File: src/rtl/rhythm_game_flow_ctrl_if.sv
// Signal bundle between the rhythm-game flow controller and the rest of the game.
// The slave modport is the controller's view, the master modport the driving side.
interface rhythm_game_flow_ctrl_if #(
  parameter int NUM_TRACKS = 2,
  parameter int TIME_W     = 32,
  parameter int SCORE_W    = 16
);
  logic                      i_tick;
  logic                      i_start;
  logic                      i_restart;
  logic                      i_pause;
  logic                      i_song_end;
  logic [NUM_TRACKS-1:0]     i_judge_vld;
  logic [2*NUM_TRACKS-1:0]   i_judge;
  logic [2:0]                o_state;
  logic                      o_game_start;
  logic                      o_gated_tick;
  logic [TIME_W-1:0]         o_cur_time;
  logic [15:0]               o_cd_remain;
  logic [SCORE_W-1:0]        o_score;
  logic [15:0]               o_combo;
  logic [15:0]               o_max_combo;
  logic                      o_game_over;

  modport master (
    output i_tick, i_start, i_restart, i_pause, i_song_end, i_judge_vld, i_judge,
    input  o_state, o_game_start, o_gated_tick, o_cur_time, o_cd_remain,
           o_score, o_combo, o_max_combo, o_game_over
  );

  modport slave (
    input  i_tick, i_start, i_restart, i_pause, i_song_end, i_judge_vld, i_judge,
    output o_state, o_game_start, o_gated_tick, o_cur_time, o_cd_remain,
           o_score, o_combo, o_max_combo, o_game_over
  );
endinterface

File: src/rtl/rhythm_game_flow_ctrl.sv
// Game flow controller: IDLE -> COUNTDOWN -> PLAY -> END with score/combo/time keeping.
// Define FLOW_PAUSE_EN to enable the PLAY<->PAUSE toggle on i_pause.
module rhythm_game_flow_ctrl #(
  parameter int NUM_TRACKS   = 2,
  parameter int TIME_W       = 32,
  parameter int SCORE_W      = 16,
  parameter int COUNTDOWN_MS = 3000,
  parameter int PERF_PTS     = 2,
  parameter int NORM_PTS     = 1
) (
  input logic                    clk,
  input logic                    rst,
  rhythm_game_flow_ctrl_if.slave bus
);

`ifdef FLOW_PAUSE_EN
  localparam bit PAUSE_EN = 1'b1;
`else
  localparam bit PAUSE_EN = 1'b0;
`endif

  localparam int          SUM_W   = SCORE_W + 21;
  localparam logic [15:0] CD_LOAD = 16'(COUNTDOWN_MS);

  typedef enum logic [2:0] {
    ST_IDLE      = 3'd0,
    ST_COUNTDOWN = 3'd1,
    ST_PLAY      = 3'd2,
    ST_PAUSE     = 3'd3,
    ST_END       = 3'd4
  } state_t;

  state_t               state_reg, state_next;
  logic [15:0]          cd_reg, cd_next;
  logic [TIME_W-1:0]    time_reg, time_next;
  logic [SCORE_W-1:0]   score_reg, score_next;
  logic [15:0]          combo_reg, combo_next;
  logic [15:0]          max_reg, max_next;

  logic in_play, gated_tick, restart_act, start_act, pause_req;

  assign in_play     = (state_reg == ST_PLAY);
  assign gated_tick  = bus.i_tick && in_play;
  assign restart_act = bus.i_restart && (state_reg != ST_IDLE);
  assign start_act   = bus.i_start && (state_reg == ST_IDLE);
  assign pause_req   = PAUSE_EN && bus.i_pause;

  // Per-track judgement decode: code 01 is a miss, 1x is a hit (bit 0 selects perfect).
  logic [NUM_TRACKS-1:0] trk_hit, trk_miss;
  logic [15:0]           trk_pts [NUM_TRACKS];

  for (genvar gi = 0; gi < NUM_TRACKS; gi++) begin : g_trk
    logic [1:0] code;
    assign code         = bus.i_judge[2*gi+1 -: 2];
    assign trk_miss[gi] = bus.i_judge_vld[gi] && (code == 2'b01);
    assign trk_hit[gi]  = bus.i_judge_vld[gi] && code[1];
    assign trk_pts[gi]  = !trk_hit[gi] ? 16'd0 :
                          (code[0] ? 16'(PERF_PTS) : 16'(NORM_PTS));
  end

  logic [19:0]        pts_sum;
  logic [3:0]         hit_cnt;
  logic [SUM_W-1:0]   score_sum;
  logic [SCORE_W-1:0] score_sat;
  logic [16:0]        combo_sum;
  logic [15:0]        combo_new;

  always_comb begin
    pts_sum = '0;
    hit_cnt = '0;
    for (int k = 0; k < NUM_TRACKS; k++) begin
      pts_sum = pts_sum + 20'(trk_pts[k]);
      hit_cnt = hit_cnt + 4'(trk_hit[k]);
    end
  end

  always_comb begin
    score_sum = SUM_W'(score_reg) + SUM_W'(pts_sum);
    score_sat = (|score_sum[SUM_W-1:SCORE_W]) ? '1 : score_sum[SCORE_W-1:0];
    combo_sum = {1'b0, combo_reg} + 17'(hit_cnt);
    // A miss anywhere in the cycle wins over any hits on other tracks.
    if (|trk_miss) begin
      combo_new = '0;
    end else if (combo_sum[16]) begin
      combo_new = 16'hFFFF;
    end else begin
      combo_new = combo_sum[15:0];
    end
  end

  // State register
  always_ff @(posedge clk or negedge rst) begin
    if (!rst) begin
      state_reg <= ST_IDLE;
    end else begin
      state_reg <= state_next;
    end
  end

  // Next-state logic; restart overrides every other request
  always_comb begin
    state_next = state_reg;
    case (state_reg)
      ST_IDLE:      if (bus.i_start) state_next = ST_COUNTDOWN;
      ST_COUNTDOWN: if (cd_reg == 16'd0) state_next = ST_PLAY;
      ST_PLAY: begin
        if (bus.i_song_end) begin
          state_next = ST_END;
        end else if (pause_req) begin
          state_next = ST_PAUSE;
        end
      end
      ST_PAUSE:     if (pause_req) state_next = ST_PLAY;
      ST_END:       state_next = ST_END;
      default:      state_next = ST_IDLE;
    endcase
    if (restart_act) begin
      state_next = ST_COUNTDOWN;
    end
  end

  // Output logic
  always_comb begin
    bus.o_state      = state_reg;
    bus.o_game_start = (state_reg == ST_PLAY) || (state_reg == ST_PAUSE);
    bus.o_game_over  = (state_reg == ST_END);
    bus.o_gated_tick = gated_tick;
  end

  // Game progress datapath
  always_comb begin
    cd_next    = cd_reg;
    time_next  = time_reg;
    score_next = score_reg;
    combo_next = combo_reg;
    max_next   = max_reg;
    if (restart_act || start_act) begin
      cd_next    = CD_LOAD;
      time_next  = '0;
      score_next = '0;
      combo_next = '0;
      max_next   = '0;
    end else begin
      if ((state_reg == ST_COUNTDOWN) && bus.i_tick && (cd_reg != 16'd0)) begin
        cd_next = cd_reg - 16'd1;
      end
      if (gated_tick && (time_reg != '1)) begin
        time_next = time_reg + TIME_W'(1);
      end
      if (in_play) begin
        score_next = score_sat;
        combo_next = combo_new;
        max_next   = (combo_new > max_reg) ? combo_new : max_reg;
      end
    end
  end

  always_ff @(posedge clk or negedge rst) begin
    if (!rst) begin
      cd_reg    <= '0;
      time_reg  <= '0;
      score_reg <= '0;
      combo_reg <= '0;
      max_reg   <= '0;
    end else begin
      cd_reg    <= cd_next;
      time_reg  <= time_next;
      score_reg <= score_next;
      combo_reg <= combo_next;
      max_reg   <= max_next;
    end
  end

  assign bus.o_cd_remain = cd_reg;
  assign bus.o_cur_time  = time_reg;
  assign bus.o_score     = score_reg;
  assign bus.o_combo     = combo_reg;
  assign bus.o_max_combo = max_reg;

endmodule

File: src/flat_wrapper.sv
// flat-port wrapper written by rule: the top's interface ports become plain ports
module rhythm_game_flow_ctrl_flat 
#(
  parameter int NUM_TRACKS   = 2,
  parameter int TIME_W       = 32,
  parameter int SCORE_W      = 16,
  parameter int COUNTDOWN_MS = 3000,
  parameter int PERF_PTS     = 2,
  parameter int NORM_PTS     = 1
)
  (clk, rst, bus_i_tick, bus_i_start, bus_i_restart, bus_i_pause, bus_i_song_end, bus_i_judge_vld, bus_i_judge, bus_o_state, bus_o_game_start, bus_o_gated_tick, bus_o_cur_time, bus_o_cd_remain, bus_o_score, bus_o_combo, bus_o_max_combo, bus_o_game_over);
  rhythm_game_flow_ctrl_if #(.NUM_TRACKS(NUM_TRACKS), .TIME_W(TIME_W), .SCORE_W(SCORE_W)) bus_i ();
  input logic clk;
  input logic rst;
  input wire logic [$bits(bus_i.i_tick)-1:0] bus_i_tick;
  input wire logic [$bits(bus_i.i_start)-1:0] bus_i_start;
  input wire logic [$bits(bus_i.i_restart)-1:0] bus_i_restart;
  input wire logic [$bits(bus_i.i_pause)-1:0] bus_i_pause;
  input wire logic [$bits(bus_i.i_song_end)-1:0] bus_i_song_end;
  input wire logic [$bits(bus_i.i_judge_vld)-1:0] bus_i_judge_vld;
  input wire logic [$bits(bus_i.i_judge)-1:0] bus_i_judge;
  output wire logic [$bits(bus_i.o_state)-1:0] bus_o_state;
  output wire logic [$bits(bus_i.o_game_start)-1:0] bus_o_game_start;
  output wire logic [$bits(bus_i.o_gated_tick)-1:0] bus_o_gated_tick;
  output wire logic [$bits(bus_i.o_cur_time)-1:0] bus_o_cur_time;
  output wire logic [$bits(bus_i.o_cd_remain)-1:0] bus_o_cd_remain;
  output wire logic [$bits(bus_i.o_score)-1:0] bus_o_score;
  output wire logic [$bits(bus_i.o_combo)-1:0] bus_o_combo;
  output wire logic [$bits(bus_i.o_max_combo)-1:0] bus_o_max_combo;
  output wire logic [$bits(bus_i.o_game_over)-1:0] bus_o_game_over;
  assign bus_i.i_tick = bus_i_tick;
  assign bus_i.i_start = bus_i_start;
  assign bus_i.i_restart = bus_i_restart;
  assign bus_i.i_pause = bus_i_pause;
  assign bus_i.i_song_end = bus_i_song_end;
  assign bus_i.i_judge_vld = bus_i_judge_vld;
  assign bus_i.i_judge = bus_i_judge;
  assign bus_o_state = bus_i.o_state;
  assign bus_o_game_start = bus_i.o_game_start;
  assign bus_o_gated_tick = bus_i.o_gated_tick;
  assign bus_o_cur_time = bus_i.o_cur_time;
  assign bus_o_cd_remain = bus_i.o_cd_remain;
  assign bus_o_score = bus_i.o_score;
  assign bus_o_combo = bus_i.o_combo;
  assign bus_o_max_combo = bus_i.o_max_combo;
  assign bus_o_game_over = bus_i.o_game_over;
  rhythm_game_flow_ctrl #(.NUM_TRACKS(NUM_TRACKS), .TIME_W(TIME_W), .SCORE_W(SCORE_W), .COUNTDOWN_MS(COUNTDOWN_MS), .PERF_PTS(PERF_PTS), .NORM_PTS(NORM_PTS)) u_core (.clk(clk), .rst(rst), .bus(bus_i));
endmodule
File: config.mk
export PLATFORM = sky130hd
export DESIGN_NAME = rhythm_game_flow_ctrl_flat
export DESIGN_NICKNAME = d
export VERILOG_FILES = /design/src/rtl/rhythm_game_flow_ctrl_if.sv /design/src/rtl/rhythm_game_flow_ctrl.sv /design/src/flat_wrapper.sv
export SDC_FILE = /design/constraint.sdc
export NUM_CORES = 1
export LEC_CHECK = 0
export BUFFER_PORTS_ARGS = -buffer_cell sky130_fd_sc_hd__buf_2
export CAP_MARGIN = 10
export CORE_MARGIN = 2
export CORE_UTILIZATION = 37
export DETAILED_ROUTE_END_ITERATION = 8
export GPL_ROUTABILITY_DRIVEN = 0
export HOLD_SLACK_MARGIN = 0.15
export PLACE_DENSITY = 0.68
export SYNTH_ARGS = -nofsm -noshare
export SYNTH_HDL_FRONTEND = slang
export SYNTH_SLANG_ARGS = --single-unit
File: constraint.sdc
create_clock -name clk -period 4.7 [get_ports clk]
set_input_delay 0.235 -clock clk [delete_from_list [all_inputs] [get_ports clk]]
set_output_delay 0.235 -clock clk [all_outputs]
set_load 0.01 [all_outputs]
==> impl_metrics.env, run 1 <==
export IMPL_synth_top_family_by_area="simple AND/OR/NAND/NOR gates"
export IMPL_place_hpwl_um=11500
export IMPL_cts_hold_fix_buffers=2
export IMPL_grt_setup_unrepaired="false"
export IMPL_grt_pass1_wl_um=27600
export IMPL_initial_core_util_pct=37.7
export IMPL_antenna_left=0
export IMPL_tns_ps=0
export IMPL_fin_crit_sh_pct=83.1
export IMPL_grt_util_all_layers_pct=19.0
export IMPL_htreeDepth=3
export IMPL_clock_fmax_mhz=256
export IMPL_rows=47
export IMPL_fin_nets=852
export IMPL_slowest_stage="or4_1"
export IMPL_finalSetupViolations=0
export IMPL_reg2reg_to="u_core.bus.o_max_combo[8]"
export IMPL_r2r_start="u_core.bus.o_combo[0]"
export IMPL_cp_endpoint="u_core.bus.o_max_combo[8]"
export IMPL_synth_seq_area_share_pct=39.9
export IMPL_firstDrtPassIters=5
export IMPL_drv_slew=0
export IMPL_synth_edf_count=0
export IMPL_yosysWarnings=0
export IMPL_reg2regPathDepth=14
export IMPL_layout_drive_gt1_share_pct=19.6
export IMPL_portBuffers=113
export IMPL_cpPeakStageDelay_ps=460
export IMPL_critPathLaunchType="input pin"
export IMPL_holdWs_ps=186
export IMPL_critPathLaunch="bus_i_judge_vld[0]"
export IMPL_syn_area_per_cell_um2=8.77
export IMPL_crit_family="simple AND/OR/NAND/NOR gates"
export IMPL_path_cells="buf_2, and2_1, ha_1, ha_1, inv_1, fa_1, and3b_1, nand4_1, o41a_1, and2_1, ha_1, nand4_1, or4_1, a21oi_1, o31a_1, buf_4, mux2i_1"
export IMPL_cts_buffer_depth=2
export IMPL_intPower_uw=1300
export IMPL_path_class="in -> reg"
export IMPL_synth_mux_area_fraction_pct=2.92
export IMPL_ff2ff_setup_slack_ps=830
export IMPL_avgRoutedWirePerCell_um=16.1
export IMPL_die_area_um2=17800
export IMPL_cts_sinks=99
export IMPL_crit_top_cell="ha_1"
export IMPL_sw_frac_of_total_pct=24.7
export IMPL_fin_skew_ps=7.11
export IMPL_synth_cell_types=62
export IMPL_netlist_area_um2=6210
export IMPL_via_count=5899
export IMPL_synth_xor_area_share_pct=2.26
export IMPL_p_clk_share_pct=44.4
export IMPL_crit_cells=17
export IMPL_synth_nets=749
export IMPL_coreArea_um2=16500
export IMPL_antenna_cells=0
export IMPL_clock_root_buffer="clkbuf_16"
export IMPL_ys_async_sr_fraction_pct=100
export IMPL_path_buf_inv=3
export IMPL_p_seq_share_pct=49.9
export IMPL_dieWidth_um=134
export IMPL_cts_tree="yes"
export IMPL_ys_seq_elements=99
export IMPL_cts_resized=0
export IMPL_drt_iter0_drc=453
export IMPL_switching_power_uw=426
export IMPL_power_density_nw_per_um2=235
export IMPL_ioPinCount=115
export IMPL_synthAdderAreaFrac_pct=6.01
export IMPL_slew_headroom_pct=26.5
export IMPL_worst_skew_pair_late_latency_ps=350
export IMPL_cts_buffers=9
export IMPL_vias_per_cell=5.69
export IMPL_dp_cells=1018
export IMPL_cp_required_ps=4970
export IMPL_min_path_type="in -> reg"
export IMPL_cp_max_fo=13
export IMPL_post_cts_buffers=0
export IMPL_tightest_slew_ps=1090
export IMPL_totalWireLength_um=16700
export IMPL_layoutNonFillerInstCount=1036
export IMPL_comb_power_share_pct=5.7
export IMPL_synthCells=708
export IMPL_cap_violations=0
export IMPL_p_leak_uw=0.00324
export IMPL_synth_ff_type="dfrtp_1"
export IMPL_grt_overflow_total=0
export IMPL_grt_max_degree=58
export IMPL_worstPathArrival_ps=4180
export IMPL_ir_drop_uv=181
export IMPL_first_global_vias=5337
export IMPL_cts_clk_slew_worst_paths_ps=80
export IMPL_status="completed"
export IMPL_synth_compound_gate_area_share_pct=17.3
export IMPL_hold_violations=0
export IMPL_drcViolationCount=0
export IMPL_critPathCaptureType="flop"
export IMPL_fp_dieH_um=134
export IMPL_syn_to_final_growth_pct=18.4
export IMPL_synthSimpleGateAreaFrac_pct=27.8
export IMPL_fin_crit_ps=3910
export IMPL_antenna_found_initial=0
[cell families after synthesis]
logic type      after synthesis
xor+xnor                     16
buf+inv                      62
mux                          18
compound gates              169
fa+ha+maj                    28
flops                        99
simple gates                316
[how the worst min path moves through the flow]
stage	start	to	slack, ps	cells after the start
floorplan	rst	u_core.bus.o_cd_remain[0]	-60	0
global placement	rst	u_core.bus.o_score[6]	360	1
detailed placement	rst	u_core.bus.o_score[6]	360	1
CTS	bus_i_song_end	u_core.bus.o_state[2]	170	3
global route	bus_i_song_end	u_core.bus.o_state[2]	190	3
finish	bus_i_song_end	u_core.bus.o_state[2]	190	3
[registers in the layout (all words and copies together), names as in the netlist]
register,count
u_core.bus.o_cur_time,32
u_core.bus.o_max_combo,16
u_core.bus.o_combo,16
u_core.bus.o_score,16
u_core.bus.o_state,3
u_core.bus.o_cd_remain,16
[routing by layer]
layer  vias to the layer above  global-route usage, %  part of all wire [%]
met5                         -                      0                     0
met4                         0                   4.49                  0.88
met3                        10                   4.07                   5.7
met2                       167                   29.9                    46
met1                      2843                   26.8                    47
li1                       2879                      -                     -
[layout by cell type (no fill, tap or decap), types with 14 or more instances in the layout]
master,instances
nand2_1,79
nand4_1,22
or3_1,18
and3_1,17
nor2_1,28
mux2i_1,16
and2_1,14
o21ai_0,29
dfrtp_1,99
o211ai_1,21
ha_1,25
a21oi_1,63
or4_1,23
buf_2,112
nor3_1,16
nand3_1,51
inv_1,24
buf_4,15
[Yosys cell counts, types with 18 or more instances]
cell type  number  area [um^2]
dfrtp_1        99         2480
nand2_1        79          297
a21oi_1        63          315
nand3_1        51          255
clkbuf_1       31          116
o21ai_0        29          145
nor2_1         28          105
ha_1           25          313
inv_1          24         90.1
or4_1          23          173
nand4_1        22          138
o211ai_1       21          158
or3_1          18          113
[worst register-to-register path, stage by stage (launching register included)]
cell and delay (ps):
dfrtp_1 380, ha_1 200, inv_1 60, fa_1 400, and3b_1 270, nand4_1 140
o41a_1 430, and2_1 180, ha_1 300, nand4_1 180, or4_1 460, a21oi_1 140
o31a_1 150, buf_4 260, mux2i_1 220
[per-stage QoR]
stage               worst slack, ps  instance area (um^2)  total power, uW  util [%]
floorplan                       377                  6210              929         -
global placement                486                  7030              977      42.7
detailed placement              441                  7030              979      42.7
CTS                             789                  7350             1750      44.6
global route                    484                  7350             1810      44.6
finish                          792                  7350             1730      44.6
[final cells by class]
class,count,area [um^2]
fillers,1649,9120
multi-input cells,547,3510
clock buffers,9,225
flip-flops and latches,99,2480
repair buffers,129,693
well taps,220,275
clock inverters,7,78.8
inverters,25,93.8
[power groups by stage]
stage / clock, uW / sequential, uW / combinational, uW
floorplan: 0 / 880 / 48.5
global placement: 0 / 879 / 98.2
detailed placement: 0 / 879 / 99.8
CTS: 790 / 862 / 101
global route: 831 / 863 / 112
finish: 768 / 862 / 98.3
Note: power is estimated with default switching activity, not from simulation.
==> inputs of run 2 (changes only) <==
--- a/config.mk
+++ b/config.mk
@@ -12,7 +12,7 @@
 export DETAILED_ROUTE_END_ITERATION = 8
 export GPL_ROUTABILITY_DRIVEN = 0
 export HOLD_SLACK_MARGIN = 0.15
-export PLACE_DENSITY = 0.68
+export PLACE_DENSITY = 0.7
 export SYNTH_ARGS = -nofsm -noshare
 export SYNTH_HDL_FRONTEND = slang
 export SYNTH_SLANG_ARGS = --single-unit
==> constraint.sdc (replaced) <==
create_clock -name clk -period 3.2 [get_ports clk]
set_input_delay 0.16 -clock clk [delete_from_list [all_inputs] [get_ports clk]]
set_output_delay 0.16 -clock clk [all_outputs]
set_load 0.01 [all_outputs]
==> run 2 against run 1 <==
Against the previous run: the run now ends with negative setup slack left; sequential share of layout area fell by 2.3 points; critical endpoint is now u_core.bus.o_max_combo[9]; via count rose by 5.2%; sequential power rose by 47%; combinational power rose by 63%; first-iteration DRC count fell by 22%; clock power rose by 41%; die area did not move; cell area rose by 7.2%; core utilization rose by 3.2 points; worst setup slack got worse by 1200 ps; register-to-register slack got worse by 1200 ps; clock skew fell by 0.68 ps; highest routed layer is now met5.
==> impl_metrics.env, run 2 (synthesis gave the netlist of run 1 again) <==
export IMPL_status="finished, violations left"
export IMPL_violations="negative setup slack"
export IMPL_largest_reg_flops=32
export IMPL_portBuffers=113
export IMPL_reg2regPathDepth=16
export IMPL_fill_cells=1581
export IMPL_syn_to_final_growth_pct=26.9
export IMPL_grt_util_all_layers_pct=20.4
export IMPL_critPathLaunchType="flop"
export IMPL_cts_clk_slew_worst_paths_ps=70
export IMPL_ir_drop_uv=246
export IMPL_antenna_found_initial=1
export IMPL_layout_commonest_cell="buf_2"
export IMPL_grt_setup_unrepaired="true"
export IMPL_critPathCaptureType="flop"
export IMPL_grt_max_degree=64
export IMPL_power_density_nw_per_um2=318
export IMPL_initial_core_util_pct=37.7
export IMPL_totalWireLength_um=18100
export IMPL_fin_skew_ps=6.43
export IMPL_dieWidth_um=134
export IMPL_p_leak_uw=0.00353
export IMPL_area_sequential_um2=2480
export IMPL_cts_buffer_depth=2
export IMPL_fin_nets=903
export IMPL_holdWs_ps=201
export IMPL_worstPathArrival_ps=3840
export IMPL_pre_cts_slack_ps=-649
export IMPL_p_total_uw=2500
export IMPL_crit_top_cell="buf_4"
export IMPL_drt_iter0_drc=353
export IMPL_cpPeakStageDelay_ps=520
export IMPL_fin_ws_ps=-367
export IMPL_layout_drive_gt1_share_pct=26.3
export IMPL_path_class="reg -> reg"
export IMPL_finalSetupViolations=16
export IMPL_grt_pass1_wl_um=30000
export IMPL_most_common_layout_cells="buf_2, dfrtp_1, nand2_1, a21oi_1, buf_4"
export IMPL_fin_crit_sh_pct=111
export IMPL_antenna_cells=0
export IMPL_drcViolationCount=0
export IMPL_fin_crit_ps=3570
export IMPL_avgRoutedWirePerCell_um=16.6
export IMPL_coreArea_um2=16500
export IMPL_fp_dieH_um=134
export IMPL_multi_input_area_um2=3610
export IMPL_vias_per_cell=5.71
export IMPL_slowest_stage="or4_4"
export IMPL_place_hpwl_um=12300
export IMPL_cp_required_ps=3470
export IMPL_via_count=6207
export IMPL_first_global_vias=5881
export IMPL_tns_ps=-5580
export IMPL_worst_skew_pair_late_latency_ps=350
export IMPL_die_area_um2=17800
export IMPL_rows=47
export IMPL_min_path_cells=4
export IMPL_grt_overflow_total=0
export IMPL_cts_sinks=99
export IMPL_firstDrtPassIters=5
export IMPL_antenna_left=0
export IMPL_slew_headroom_pct=30.9
export IMPL_cp_max_fo=8
export IMPL_tightest_slew_ps=1030
export IMPL_cap_violations=0
export IMPL_path_cells="ha_4, inv_2, fa_2, and3b_1, buf_4, buf_4, and4_1, o22ai_2, and2_1, ha_1, nand4_1, or4_4, a21oi_2, o31a_1, buf_6, mux2i_1"
export IMPL_clock_fmax_mhz=280
export IMPL_cts_buffers=9
export IMPL_min_path_type="in -> reg"
export IMPL_ioPinCount=115
export IMPL_hold_violations=0
export IMPL_drv_slew=0
export IMPL_clock_root_buffer="clkbuf_16"
export IMPL_cts_tree="yes"
export IMPL_htreeDepth=3
-- run 2: changes by cell type in the layout (fill, tap and decap cells not counted), sizes merged --
cell,previous run,this run
clkbuf,9,11
bufinv,1,0
dlygate4sd3,2,3
clkinvlp,3,2
buf,127,177
-- run 2: power by group --
part | internal [uW] | switching, uW | leakage (uW)
sequential | 1260 | 9.25 | 0.00134
clock | 572 | 505 | 0.000138
combinational | 57.6 | 102 | 0.00205
-- run 2: per-stage QoR --
stage	std cells	area (um^2)	util, %
2_1_floorplan	708	6260	-
3_3_place_gp	1058	7410	45.0
3_5_place_dp	1058	7410	45.0
4_1_cts	1083	7820	47.5
5_1_grt	1087	7880	47.8
6_report	1087	7880	47.8
-- run 2: worst paths after layout --
kind / slack [ps] / start / end
worst max-delay path: -370 / u_core.bus.o_combo[0] / u_core.bus.o_max_combo[9]
worst min-delay path: 200 / bus_i_song_end / u_core.bus.o_state[1]
worst max register to register: -370 / u_core.bus.o_combo[0] / u_core.bus.o_max_combo[9]
worst min register to register: 530 / u_core.bus.o_score[12] / u_core.bus.o_score[12]
max in group asynchronous: 2110 / rst / u_core.bus.o_max_combo[14]
min in group asynchronous: 380 / rst / u_core.bus.o_cur_time[6]
-- run 2: repair_timing --
item,CTS,global route
hold buffers,3,0
endpoints found under the hold margin,52,0
pin swaps,3,13
endpoints found under the setup margin,16,16
buffers inserted,5,5
resized for setup,7,11
cloned,1,1
-- run 2: critical path: cells and delay by family, from the launching register on --
family,cells,cell delay [ps]
flip-flops,1,380
AND/OR/NAND/NOR,5,1260
AO/OA/AOI/OAI,3,400
adder cells (fa/ha/maj),3,820
buffers and inverters,4,450
multiplexers,1,200
-- run 2: cell type report --
| class | count | share of cell area (%) |
|---|---|---|
| repair buffers | 180 | 14.3 |
| multi-input cells | 547 | 45.9 |
| flip-flops and latches | 99 | 31.5 |
| clock inverters | 5 | 0.477 |
| inverters | 25 | 1.19 |
| clock buffers | 11 | 3.21 |
| well taps | 220 | 3.49 |
-- run 2: metal layers --
layer	routed length (um)	GRT usage, %	share of wire, %
met1	8140	28.8	45
met2	8590	32.6	48
met3	1070	3.35	5.9
met4	259	5.50	1.4
met5	13	0	0.072
==> inputs of run 3 (changes only) <==
==> constraint.sdc (replaced) <==
create_clock -name clk -period 3.2 [get_ports clk]
set_input_delay 0.48 -clock clk [delete_from_list [all_inputs] [get_ports clk]]
set_output_delay 0.48 -clock clk [all_outputs]
set_load 0.01 [all_outputs]
==> run 3 against run 2 <==
Against the previous run: the run still ends with negative setup slack left; cell count rose by 1.4%; sequential power barely moved; critical path depth rose by 2; count of clock-buffer cells in the layout rose by 1; fmax fell by 4.4%; global-route usage rose by 0.076 points; die area did not move; register-to-register slack improved by 60 ps; cell area rose by 2.4%; core utilization rose by 1.1 points; flip-flop and latch count did not move; clock power rose by 14%; critical path type is now in -> reg.
==> impl_metrics.env, run 3 (synthesis gave the netlist of run 1 again) <==
export IMPL_fill_cells=1565
export IMPL_reg2reg_to="u_core.bus.o_max_combo[6]"
export IMPL_critPathLaunchType="input pin"
export IMPL_htreeDepth=3
export IMPL_p_total_uw=2660
export IMPL_place_hpwl_um=12400
export IMPL_status="finished, violations left"
export IMPL_antenna_found_initial=1
export IMPL_r2r_start="u_core.bus.o_combo[0]"
export IMPL_fin_crit_sh_pct=117
export IMPL_pre_cts_slack_ps=-925
export IMPL_grt_max_degree=64
export IMPL_worstPathArrival_ps=4010
export IMPL_slowest_stage="or4_4"
export IMPL_largest_reg_flops=32
export IMPL_fin_crit_ps=3730
export IMPL_drv_slew=0
export IMPL_fin_nets=918
export IMPL_grt_pass1_wl_um=29900
export IMPL_clock_root_buffer="clkbuf_16"
export IMPL_antenna_cells=0
export IMPL_cp_max_fo=8
export IMPL_drcViolationCount=0
export IMPL_power_density_nw_per_um2=330
export IMPL_crit_family="simple AND/OR/NAND/NOR gates"
export IMPL_cts_buffers=9
export IMPL_vias_per_cell=5.72
export IMPL_tns_ps=-8130
export IMPL_grt_setup_unrepaired="true"
export IMPL_holdWs_ps=357
export IMPL_dieWidth_um=134
export IMPL_initial_core_util_pct=37.7
export IMPL_totalWireLength_um=18200
export IMPL_first_global_vias=5761
export IMPL_path_cells="buf_6, and2_4, ha_4, ha_4, inv_2, fa_2, and3b_1, nand4_1, buf_6, o211ai_1, and2_4, ha_4, nand2_2, or4_4, a21oi_2, o31a_1, buf_6, mux2i_1"
export IMPL_path_buf_inv=4
export IMPL_die_area_um2=17800
export IMPL_cts_sinks=99
export IMPL_min_path_cells=2
export IMPL_violations="negative setup slack"
export IMPL_fin_ws_ps=-531
export IMPL_drt_iter0_drc=434
export IMPL_placed_area_um2=7460
export IMPL_cts_buffer_depth=2
export IMPL_firstDrtPassIters=6
export IMPL_syn_to_final_growth_pct=29.9
export IMPL_finalSetupViolations=16
export IMPL_ir_drop_uv=273
export IMPL_layout_commonest_cell="buf_2"
export IMPL_slew_headroom_pct=32.3
export IMPL_most_common_layout_cells="buf_2, dfrtp_1, nand2_1, buf_4, a21oi_1"
export IMPL_avgRoutedWirePerCell_um=16.5
export IMPL_coreArea_um2=16500
export IMPL_p_leak_uw=0.00363
export IMPL_rows=47
export IMPL_hold_start="bus_i_restart"
export IMPL_critPathCaptureType="flop"
export IMPL_ff2ff_setup_slack_ps=-310
export IMPL_grt_overflow_total=0
export IMPL_reg2regPathDepth=15
export IMPL_portBuffers=113
export IMPL_clock_fmax_mhz=268
export IMPL_fin_area_um2=8070
export IMPL_fin_skew_ps=6.08
export IMPL_cp_required_ps=3470
export IMPL_cap_violations=0
export IMPL_ioPinCount=115
export IMPL_cpPeakStageDelay_ps=540
export IMPL_tightest_slew_ps=1010
export IMPL_layout_drive_gt1_share_pct=28.2
export IMPL_cts_tree="yes"
export IMPL_hold_violations=0
export IMPL_antenna_left=0
export IMPL_worstHoldEndpoint="u_core.bus.o_state[2]"
export IMPL_grt_util_all_layers_pct=20.5
export IMPL_cts_clk_slew_worst_paths_ps=70
export IMPL_fp_dieH_um=134
export IMPL_multi_input_area_um2=3640
export IMPL_worst_skew_pair_late_latency_ps=350
export IMPL_area_sequential_um2=2480
export IMPL_via_count=6306
export IMPL_min_path_type="in -> reg"
export IMPL_path_class="in -> reg"
[run 3: cell types whose count changed in the layout (fill, tap and decap cells not counted), sizes merged]
cell	before	now
buf	177	194
bufinv	0	2
clkbuf	11	12
clkinv	3	1
clkinvlp	2	1
dlygate4sd3	3	1
[run 3: layer usage]
metal  GRT usage [%]  wire [um]  vias up  part of all wire [%]
met3            3.54       1150       21                   6.3
met1            28.5       8280     3050                    46
met4            6.26        257        2                   1.4
met5               0         13        -                 0.071
met2            32.8       8500      229                    47
li1                -          -     3004                     -
[run 3: layout make-up]
cell class                 count  share of cell area, %
tap                          220                   3.41
clock buffer                  12                   3.18
clock inverter                 4                  0.900
multi-input combinational    547                   45.1
sequential                    99                   30.7
timing repair buffer         195                   15.5
inverter                      25                   1.16
[run 3: per-stage QoR]
stage	std cells	utilization, %
finish	1102	49.0
global route	1102	49.0
CTS	1108	49.1
detailed placement	1067	45.3
global placement	1067	45.3
floorplan	708	-
[run 3: report_power, final]
| part | total [uW] | internal, uW | leakage [uW] | switching, uW |
|---|---|---|---|---|
| Combinational | 166 | 62.8 | 0.00213 | 103 |
| Clock | 1230 | 728 | 0.000159 | 502 |
| Sequential | 1270 | 1260 | 0.00134 | 10.3 |
| Total | 2660 | 2050 | 0.00363 | 615 |
[run 3: how the worst max path moves through the flow]
stage / from / to / depth (start not counted)
after floorplan: bus_i_judge_vld[1] / u_core.bus.o_max_combo[13] / 18
after global placement: bus_i_judge_vld[1] / u_core.bus.o_max_combo[13] / 18
after detailed placement: bus_i_judge_vld[1] / u_core.bus.o_max_combo[8] / 17
after CTS: bus_i_judge[3] / u_core.bus.o_max_combo[13] / 18
after global routing: bus_i_judge[3] / u_core.bus.o_max_combo[0] / 18
final: bus_i_judge[3] / u_core.bus.o_max_combo[6] / 18
[run 3: timing repair]
| item | in CTS | in global routing |
|---|---|---|
| resized for setup | 19 | 13 |
| hold buffers | 1 | 0 |
| setup endpoints to repair | 16 | 17 |
| gates cloned | 2 | 0 |
| setup buffers | 22 | 4 |
| pin swaps | 14 | 11 |
| endpoints found under the hold margin | 16 | 0 |
